$ cat src/rtl/cc_gate_accum_pkg.sv
// cc_gate_accum_pkg: op encodings and FSM state type shared by the fold block
package cc_gate_accum_pkg;
  localparam logic [1:0] OP_AND  = 2'b00;
  localparam logic [1:0] OP_OR   = 2'b01;
  localparam logic [1:0] OP_XOR  = 2'b10;
  localparam logic [1:0] OP_NAND = 2'b11;
  typedef enum logic [1:0] {ST_IDLE, ST_ACCUM, ST_HOLD} state_t;
endpackage

$ cat src/rtl/cc_gate_logic_unit.sv
// cc_gate_logic_unit: combinational bitwise a OP b, NAND folds as AND
module cc_gate_logic_unit
  import cc_gate_accum_pkg::*;
#(
  parameter int DATA_WIDTH = 8
) (
  input  logic [1:0]            i_op,
  input  logic [DATA_WIDTH-1:0] i_a,
  input  logic [DATA_WIDTH-1:0] i_b,
  output logic [DATA_WIDTH-1:0] o_y
);
  always_comb o_y = (i_op == OP_OR) ? (i_a | i_b) : (i_op == OP_XOR) ? (i_a ^ i_b) : (i_a & i_b);
endmodule

$ cat src/rtl/cc_gate_accum.sv
// cc_gate_accum: folds FRAME_LEN words with a bitwise op behind valid/ready handshakes
module cc_gate_accum
  import cc_gate_accum_pkg::*;
#(
  parameter int DATA_WIDTH = 8,
  parameter int FRAME_LEN = 4,
  localparam int CNT_WIDTH = $clog2(FRAME_LEN + 1)
) (
  input  logic                  cc_gate_accum_CLOCK_50,
  input  logic                  cc_gate_accum_RESET_InHigh,
  input  logic [1:0]            cc_gate_accum_op_In,
  input  logic [DATA_WIDTH-1:0] cc_gate_accum_data_In,
  input  logic                  cc_gate_accum_inValid_In,
  output logic                  cc_gate_accum_inReady_Out,
  output logic [DATA_WIDTH-1:0] cc_gate_accum_result_Out,
  output logic                  cc_gate_accum_outValid_Out,
  input  logic                  cc_gate_accum_outReady_In,
  output logic [CNT_WIDTH-1:0]  cc_gate_accum_count_Out
);
  localparam logic [CNT_WIDTH-1:0] LAST = CNT_WIDTH'(FRAME_LEN);
  localparam logic [CNT_WIDTH-1:0] LAST_M1 = CNT_WIDTH'(FRAME_LEN - 1);
  state_t r_state, w_next;
  logic [DATA_WIDTH-1:0] r_acc, w_fold;
  logic [1:0] r_op;
  logic [CNT_WIDTH-1:0] r_count;
  logic w_in_fire, w_out_fire;
  cc_gate_logic_unit #(.DATA_WIDTH(DATA_WIDTH)) u_logic (
    .i_op(r_op),
    .i_a (r_acc),
    .i_b (cc_gate_accum_data_In),
    .o_y (w_fold)
  );
  assign cc_gate_accum_inReady_Out  = !cc_gate_accum_RESET_InHigh && r_state != ST_HOLD;
  assign cc_gate_accum_outValid_Out = r_state == ST_HOLD;
  // NAND is folded as AND; the inversion is applied only on the way out
  assign cc_gate_accum_result_Out   = (r_op == OP_NAND) ? ~r_acc : r_acc;
  assign cc_gate_accum_count_Out    = r_count;
  assign w_in_fire  = cc_gate_accum_inValid_In && cc_gate_accum_inReady_Out;
  assign w_out_fire = cc_gate_accum_outValid_Out && cc_gate_accum_outReady_In;
  always_comb begin
    w_next = r_state;
    case (r_state)
      ST_IDLE:  if (w_in_fire) w_next = (FRAME_LEN == 1) ? ST_HOLD : ST_ACCUM;
      ST_ACCUM: if (w_in_fire && r_count == LAST_M1) w_next = ST_HOLD;
      ST_HOLD:  if (cc_gate_accum_outReady_In) w_next = ST_IDLE;
      default:  w_next = ST_IDLE;
    endcase
  end
  always_ff @(posedge cc_gate_accum_CLOCK_50) begin
    if (cc_gate_accum_RESET_InHigh) begin
      r_state <= ST_IDLE;
      r_acc   <= '0;
      r_op    <= OP_AND;
      r_count <= '0;
    end else begin
      r_state <= w_next;
      if (w_in_fire && r_state == ST_IDLE) begin
        r_acc   <= cc_gate_accum_data_In;
        r_op    <= cc_gate_accum_op_In;
        r_count <= CNT_WIDTH'(1);
      end else if (w_in_fire) begin
        r_acc   <= w_fold;
        r_count <= (r_count == LAST) ? LAST : r_count + 1'b1;
      end else if (w_out_fire) begin
        r_count <= '0;
      end
    end
  end
endmodule

$ cat config.mk
export PLATFORM = sky130hd
export DESIGN_NAME = cc_gate_accum
export DESIGN_NICKNAME = d
export VERILOG_FILES = /design/src/rtl/cc_gate_accum_pkg.sv /design/src/rtl/cc_gate_logic_unit.sv /design/src/rtl/cc_gate_accum.sv
export SDC_FILE = /design/constraint.sdc
export NUM_CORES = 1
export LEC_CHECK = 0
export CAP_MARGIN = 30
export CORE_MARGIN = 4
export CORE_UTILIZATION = 52
export DETAILED_ROUTE_END_ITERATION = 10
export GPL_ROUTABILITY_DRIVEN = 0
export GPL_TIMING_DRIVEN = 0
export HOLD_SLACK_MARGIN = 0.15
export PLACE_DENSITY = 0.83
export SYNTH_ARGS = -nofsm -noshare
export SYNTH_HDL_FRONTEND = slang
export SYNTH_SLANG_ARGS = --single-unit
$ cat constraint.sdc
create_clock -name cc_gate_accum_CLOCK_50 -period 2 [get_ports cc_gate_accum_CLOCK_50]
set_clock_uncertainty 0.15 [all_clocks]
set_input_delay 0.3 -clock cc_gate_accum_CLOCK_50 [delete_from_list [all_inputs] [get_ports cc_gate_accum_CLOCK_50]]
set_output_delay 0.3 -clock cc_gate_accum_CLOCK_50 [all_outputs]
set_load 0.1 [all_outputs]
# Word level (Yosys, flattened, before mapping)
# Cells that the tools add are included.
# Widths: inputs -> output; s select.
classes:
  n_addsub: 1
  n_mul: 0
  n_div: 0
  magnitude_cmp: 0
  n_eq_ne: 11
  shift: 0
  mux: 13
  bitwise_logic: 4
  n_reduce_logical: 12
ops:
  columns: ["op", "n"]
  rows:
  - ["$mux 8", 5]
  - ["$mux 3", 3]
  - ["$and 8x8->8", 1]
  - ["$not 8->8", 1]
  - ["$or 8x8->8", 1]
  - ["$xor 8x8->8", 1]
  - ["$eq 2x2->1 const B", 3]
  - ["$mux 2", 3]
  - ["$ne 2x2->1 const B", 3]
  - ["$pmux 2 s3", 1]
  - ["$logic_and 1x1->1", 5]
  - ["$eq 2x1->1 const B", 2]
  - ["$reduce_bool 2->1", 2]
  - ["$add 3x1->3 const B", 1]
  - ["$eq 3x2->1 const B", 1]
  - ["$eq 3x3->1 const B", 1]
  - ["$reduce_and 3->1", 1]
  - ["$reduce_bool 3->1", 1]
  - ["$logic_not 2->1", 1]
  - ["$ne 2x1->1 const B", 1]
  - ["$reduce_or 2->1", 1]
  - ["$logic_not 1->1", 1]
  - ["$mux 1", 1]
totals:
  register_bits: 15
  latchBits: 0
  ramBits: 0
  romBits: 0
  in_bits: 14
  out_inout_bits: 13
  wordCells: 46
  memories: 0

# Depth between registers and ports, before layout
depth:
  word_depth: 6
  ltp_mapped: 7
  ltp_nobuf: 6

# Hierarchy
# Synthesis repeated with hierarchy kept, for this count alone.
hier_totals:
  hier_cells: 172
  area_unflattened_um2: 1482.7
by_module_without_submodules:
  columns: ["mod", "instances", "cells_per_inst", "area_each_um2", "seq_area_each_um2"]
  rows:
  - ["cc_gate_accum", 1, 96, 933.4, 300.3]
  - ["cc_gate_logic_unit", 1, 76, 549.3, 0.0]

# Worst setup path before layout
# No wires, ideal clock.
synth_path:
  path_kind: "register to output"
  startpoint: "register r_op[1]"
  endpoint: "output cc_gate_accum_result_Out[0]"
  arrival_ns: 2.366
  required_ns: 1.550
  path_slack_ns: -0.816
  path_stages_with_launch: 6
  n_path_buf: 3
  cell_sequence: "dfxtp_1 -> buf_6 -> buf_8 -> buf_8 -> nand2_4 -> xnor2_1"
synth_via:
  elab_chain_len: 2
synth_lines:
  columns: ["element", "line", "source"]
  rows:
  - ["from (decl)", "cc_gate_accum.sv:24", "logic [1:0] r_op;"]
  - ["from (signal assigned)", "cc_gate_accum.sv:59", "r_op <= cc_gate_accum_op_In;"]
  - ["$eq 2x2->1", "cc_gate_accum.sv:36", "assign cc_gate_accum_result_Out = (r_op == OP_NAND) ? ~r_acc : r_acc;"]
  - ["$mux 8", "cc_gate_accum.sv:36", null]
  - ["to (decl)", "cc_gate_accum.sv:15", "output logic [DATA_WIDTH-1:0] cc_gate_accum_result_Out,"]
# No other way between the ends.

# Worst setup path after layout
layout_path:
  startpoint: "register r_count[0], in the netlist cc_gate_accum_count_Out[0]"
  endpoint: "output cc_gate_accum_count_Out[0]"
layout_lines:
  columns: ["element", "line", "source"]
  rows:
  - ["from (decl)", "cc_gate_accum.sv:25", "logic [CNT_WIDTH-1:0] r_count;"]
  - ["from (signal assigned)", "cc_gate_accum.sv:63", "r_count <= (r_count == LAST) ? LAST : r_count + 1'b1;"]
  - ["to (decl)", "cc_gate_accum.sv:18", "output logic [CNT_WIDTH-1:0] cc_gate_accum_count_Out"]
# No word-level cell between the ends.

==> results.py <==
metrics = {
    "critical_path": {
        "worstRegToRegCells": 5,
        "path_max_fanout": 5,
        "crit_arrival_ps": 1510,
        "timing.critical_path.buf_inv": 1,
        "path_cells": "clkdlybuf4s15_1",
        "cp_top_family": "buffers and inverters",
        "slowest_delay_ps": 840,
        "cp.required_ps": 1550,
        "cpMaxStageDelayCell": "clkdlybuf4s15_1",
        "crit_type": "flop to primary output",
        "critical_path_depth": 1,
        "end_kind": "primary output",
        "startpoint_type": "flop",
    },
    "grt": {
        "grt_pass1_vias": 1228,
        "grt_first_pass_wirelength_mm": 5.561,
        "grt.total_usage_pct": 20.77,
        "antenna_found_initial": 0,
        "grt_max_degree": 20,
        "grt-ovfl-total": 0,
    },
    "clock_network": {
        "cts.clk_slew.worst_paths_ps": 100,
        "cts_max_level": 1,
        "cts_buffers": 3,
        "clock-sinks": 15,
        "ctsLongestPathBuffers": 2,
        "holdBufCountCts": 0,
        "tritoncts": "yes",
        "clk_latency_ps": 290,
        "cts-root-buf": "clkbuf_4",
    },
    "route": {
        "ant_nets": 0,
        "drt_iter0_markers": 33,
        "wl_per_cell_microns": 14.65,
        "viasPerCell": 5.530,
        "first_pass_iters": 4,
        "wl_mm": 3.209,
        "drc_errors": 0,
        "vias": 1211,
    },
    "sta": {
        "layout_worst_path_cycle_share_pct": 98.25,
        "rsz0062_at_grt": "no",
        "worst_pin_slew_ps": 958.3,
        "maxSlewHeadroom_pct": 36.36,
        "slew_viol_final": 0,
        "hold_violations": 0,
        "hold_ws_ps": 157.6,
        "max_freq_ghz": 0.5089,
        "min_period_ps": 1965,
        "setup_viol": 0,
    },
    "flow_run": {
        "maxCapViolations": 0,
    },
    "place": {
        "hpwl_mm": 2.455,
        "portBuffers": 25,
        "placed_cells": 214,
        "placed_area_sq_um": 1735,
    },
    "die": {
        "start_util_pct": 55.11,
        "ios": 27,
        "die_w_microns": 59.47,
        "die_area_sq_um": 3537,
        "rows": 18,
        "chipHeight_microns": 59.47,
        "core_sq_um": 2500,
    },
    "pwr": {
        "finalPower_w": 0.0009149,
        "p_leak_nw": 0.7995,
        "power.switching_w": 0.0003705,
        "p_int_w": 0.0005444,
        "power_frac_comb_pct": 42.2,
        "ir_drop_mv": 0.4109,
        "p_per_area_nw_per_um2": 504.3,
        "swShare_pct": 40.50,
        "clockPowerShare_pct": 20.1,
        "seqPwrFrac_pct": 37.6,
    },
    "cells_and_area": {
        "multiInputGateArea_sq_um": 1007,
        "final_core_util_pct": 72.57,
        "num_antenna_cells": 0,
        "fin_nets": 223,
        "fin_cells": 219,
        "layout-drive-gt1-share_pct": 29.63,
        "stdcell_area_sq_um": 1814,
        "syn2layout_area_growth_pct": 31.70,
        "fill_cells": 191,
        "seqCellArea_sq_um": 302.8,
    },
    "yosys": {
        "yosys.area_share.simple_pct": 16.98,
        "synth_mux_area_share_pct": 8.265,
        "ys_warn_count": 0,
        "synth_edf_count": 0,
        "synth-seq-area-share_pct": 21.80,
        "syn_avg_cell_area_sq_um": 8.664,
        "synth_top_family_by_area": "compound AO/OA/AOI/OAI gates",
        "synth_area_sq_um": 1378,
        "synth.ff_latch_count": 15,
        "synth_fa_ha_area_share_pct": 17.26,
        "synth_async_sr_flop_share_pct": 0,
        "synth_xor_area_share_pct": 5.086,
        "syn_nets": 192,
        "synth_cell_types": 32,
        "synthCells": 159,
        "synth_compound_area_share_pct": 18.35,
        "synth_ff_type": "dfxtp_1",
    },
    "outcome": {
        "outcome": "finished clean",
    },
    "min_path": {
        "whs_path_depth": 2,
        "hp-class": "input port to flop",
    },
}
[layout make-up]
cell class / count / share of cell area, %
Tap cell: 30 / 2.069
Clock buffer: 4 / 1.448
Timing Repair Buffer: 27 / 15.52
Inverter: 21 / 4.345
Multi-Input combinational cell: 113 / 55.52
Sequential cell: 15 / 16.69
Buffer: 9 / 4.414
[cells in the final DEF, fill, tap and decap left out, types with 2 or more instances in the layout]
cell	n
nand3_1	12
xnor2_2	6
buf_12	2
buf_2	4
ha_1	19
dfxtp_2	2
clkbuf_4	4
nor2_1	4
a21oi_1	4
mux2i_1	2
clkdlybuf4s50_1	12
nand4_1	2
o211ai_2	6
dfxtp_1	13
xnor2_4	2
o21ai_1	10
mux2_2	7
clkbuf_1	2
buf_6	9
nand2_1	16
o221ai_1	7
clkdlybuf4s15_1	2
nor2b_1	4
inv_1	20
buf_4	3
[cells by family after synthesis]
group                    count (synthesis)
multiplexers                            10
buffers and inverters                   31
AO/OA/AOI/OAI                           32
flip-flops                              15
adder cells (fa/ha/maj)                 19
AND/OR/NAND/NOR                         44
XOR/XNOR                                 8
[cells in the mapped netlist (all sizes together), types with 2 or more instances]
master,count,area share (%)
nand3,14,6.4
a21oi,4,1.5
o211ai,6,5.4
buf,9,6.3
ha,19,17
o21ai,11,4.0
mux2i,2,1.5
dfxtp,15,22
o221ai,8,5.5
nor2,5,1.4
inv,21,5.7
nand2,17,5.2
mux2,8,6.8
nand4,2,0.91
xnor2,8,5.1
nor2b,4,1.8
[power groups by stage]
stage / clock network (W) / registers [W] / logic, W
floorplan: 0 / 0.000356 / 0.000262
global placement: 0 / 0.000348 / 0.000354
detailed placement: 0 / 0.000349 / 0.000369
CTS: 0.000185 / 0.000342 / 0.000375
global route: 0.000198 / 0.000347 / 0.000413
finish: 0.000184 / 0.000344 / 0.000386
[what timing repair did]
action / in CTS / in global routing
setup buffers: 0 / 2
gates resized for setup: 72 / 9
setup endpoints to repair: 13 / 12
[final timing paths]
| check | start | endpoint | slack [ps] |
|---|---|---|---|
| hold / removal | cc_gate_accum_RESET_InHigh | cc_gate_accum_count_Out[1] | 160 |
| setup / recovery | cc_gate_accum_count_Out[0] | cc_gate_accum_count_Out[0] | 40 |
| setup reg to reg | r_acc[2] | r_acc[2] | 360 |
| hold reg to reg | cc_gate_accum_count_Out[1] | cc_gate_accum_count_Out[1] | 340 |
[metal layers]
layer	up-vias	track usage (%)	wire length, microns
li1	614	-	-
met5	-	0	0
met2	31	38.07	1669
met1	561	24.83	1357
met4	0	6.796	42
met3	5	2.179	139
[per-stage QoR]
step	setup slack [ps]	TNS (ps)
2_1_floorplan	-221.7	-1830
3_3_place_gp	-698.3	-6015
3_5_place_dp	-726.1	-6202
4_1_cts	11.78	0
5_1_grt	1.730	0
6_report	35.00	0
[sequential cells by signal, summed over array words and instances, names as in the netlist]
name,flops
r_op,2
cc_gate_accum_count_Out,3
r_state,2
r_acc,8
No activity file was read; power rests on OpenSTA's default activity.
==> RTL edit (same flow settings) <==
`DATA_WIDTH` is set to 8 in 2 places; all go to 9.
--- a/src/rtl/cc_gate_logic_unit.sv
+++ b/src/rtl/cc_gate_logic_unit.sv
@@ -4,3 +4,3 @@
 #(
-  parameter int DATA_WIDTH = 8
+  parameter int DATA_WIDTH = 9
 ) (
--- a/src/rtl/cc_gate_accum.sv
+++ b/src/rtl/cc_gate_accum.sv
@@ -4,3 +4,3 @@
 #(
-  parameter int DATA_WIDTH = 8,
+  parameter int DATA_WIDTH = 9,
   parameter int FRAME_LEN = 4,
Ports: changed (resized cc_gate_accum_data_In and cc_gate_accum_result_Out); port bits go from 27 to 29. The function was not compared with the original's and may differ.
==> RTL edit against the unedited design <==
Clock power rose by 22%. Sequential cell count rose by 1. Final area rose by 15%. Synthesized cell count rose by 12%. Routed wire length rose by 15%. Critical endpoint is now cc_gate_accum_count_Out[1]. Sequential power rose by 9.3%. Worst setup slack improved by 25 ps. Synthesized area rose by 3.5%. Total power rose by 14%. Sequential share of layout area fell by 1.2 points. Via count rose by 13%.
==> RTL edit: results (changes against the unedited design) <==
Met3 routed WL - 133 um (-4.3%)
DRT Wirelength - 3700 um (+15%)
CP Data Arrival Time - 1490 ps (-20 ps)
Post-DP HPWL - 2600 um (+6.0%)
Area contributors post-synth - dfxtp_1 (22%), ha_1 (18%), nand3_1 (9.1%)
Max VDD drop - 449 uV (+9.4%)
Seq_cells - 16 (+1)
Vias in the first global route - 1,414 (+15%)
Minimum clock period - 1940 ps (-24.6 ps)
PortBufs - 27 (+8.0%)
Critical Path Fanout Max - 4 (-1)
Layout Nets - 249 (+12%)
Hold crit path type - reg2reg
Critical Path Source - cc_gate_accum_count_Out[1]
Detail Route met2 WL - 1800 um (+7.5%)
Non-clock buffer count - 40 (+11%)
M3 GR Usage - 0.0234 (+0.00162)
WL met1 - 1700 um (+25%)
Worst Hold Launch - cc_gate_accum_count_Out[1]
Pin count of the biggest net entering global routing - 12 (-40%)
Max reg flops - 9 (+1)
Inverters - 23 (+9.5%)
Status - completed
CTS Hold Buffers Added - 2 (+2)
Cts repair resizes - 96 (+33%)
Max_cap viols - 0 (unchanged)
Netlist cell types - 26 (-19%)
Leakage power - 0.866 nW (+8.3%)
First-pass GRT wire length - 6270 um (+13%)
Clock-cell share - 0.0174 (+0.00290)
Multi-input gate area - 1160 um^2 (+15%)
Multi-input logic cell count - 129 (+14%)
Met1 usage - 0.287 (+0.0387)
R2r startpoint - r_acc[4]
Crit path to - cc_gate_accum_count_Out[1]
GRT Util Overall - 0.227 (+0.0192)
Syn Nets - 214 (+11%)
Placement Setup Slack - -782 ps (-55.7 ps)
GR met2 Demand/Resource - 0.384 (+0.00360)
Capture point of the worst reg-to-reg path - r_acc[4]
Via density - 5.63 (+1.9%)
WHS - 352 ps (+195 ps)
==> RTL edit: logic make-up (layout without fill, tap and decap cells) <==
logic type               count (synthesis)  in the layout  share of synthesized area
AND/OR/NAND/NOR                         50             51                      0.187
AO/OA/AOI/OAI                           39             39                      0.168
buffers and inverters                   34             67                      0.110
adder cells (fa/ha/maj)                 21             21                      0.184
flip-flops                              16             16                      0.225
XOR/XNOR                                 9              9                     0.0553
multiplexers                             9              9                     0.0711
==> RTL edit: where the power goes <==
group / internal [W] / switching, W
clock: 0.000111 / 0.000113
combinational: 0.000183 / 0.000257
sequential: 0.000339 / 0.0000372
total: 0.000633 / 0.000407
==> RTL edit: metrics by stage <==
step	cell area, um^2	total power (W)	cells	utilization
final	2090	0.00104	242	0.820
after global routing	2090	0.00110	242	0.820
after CTS	2080	0.00105	242	0.819
after detailed placement	1930	0.000778	235	0.757
after global placement	1930	0.000764	235	0.757
after floorplan	1620	0.000673	178	-
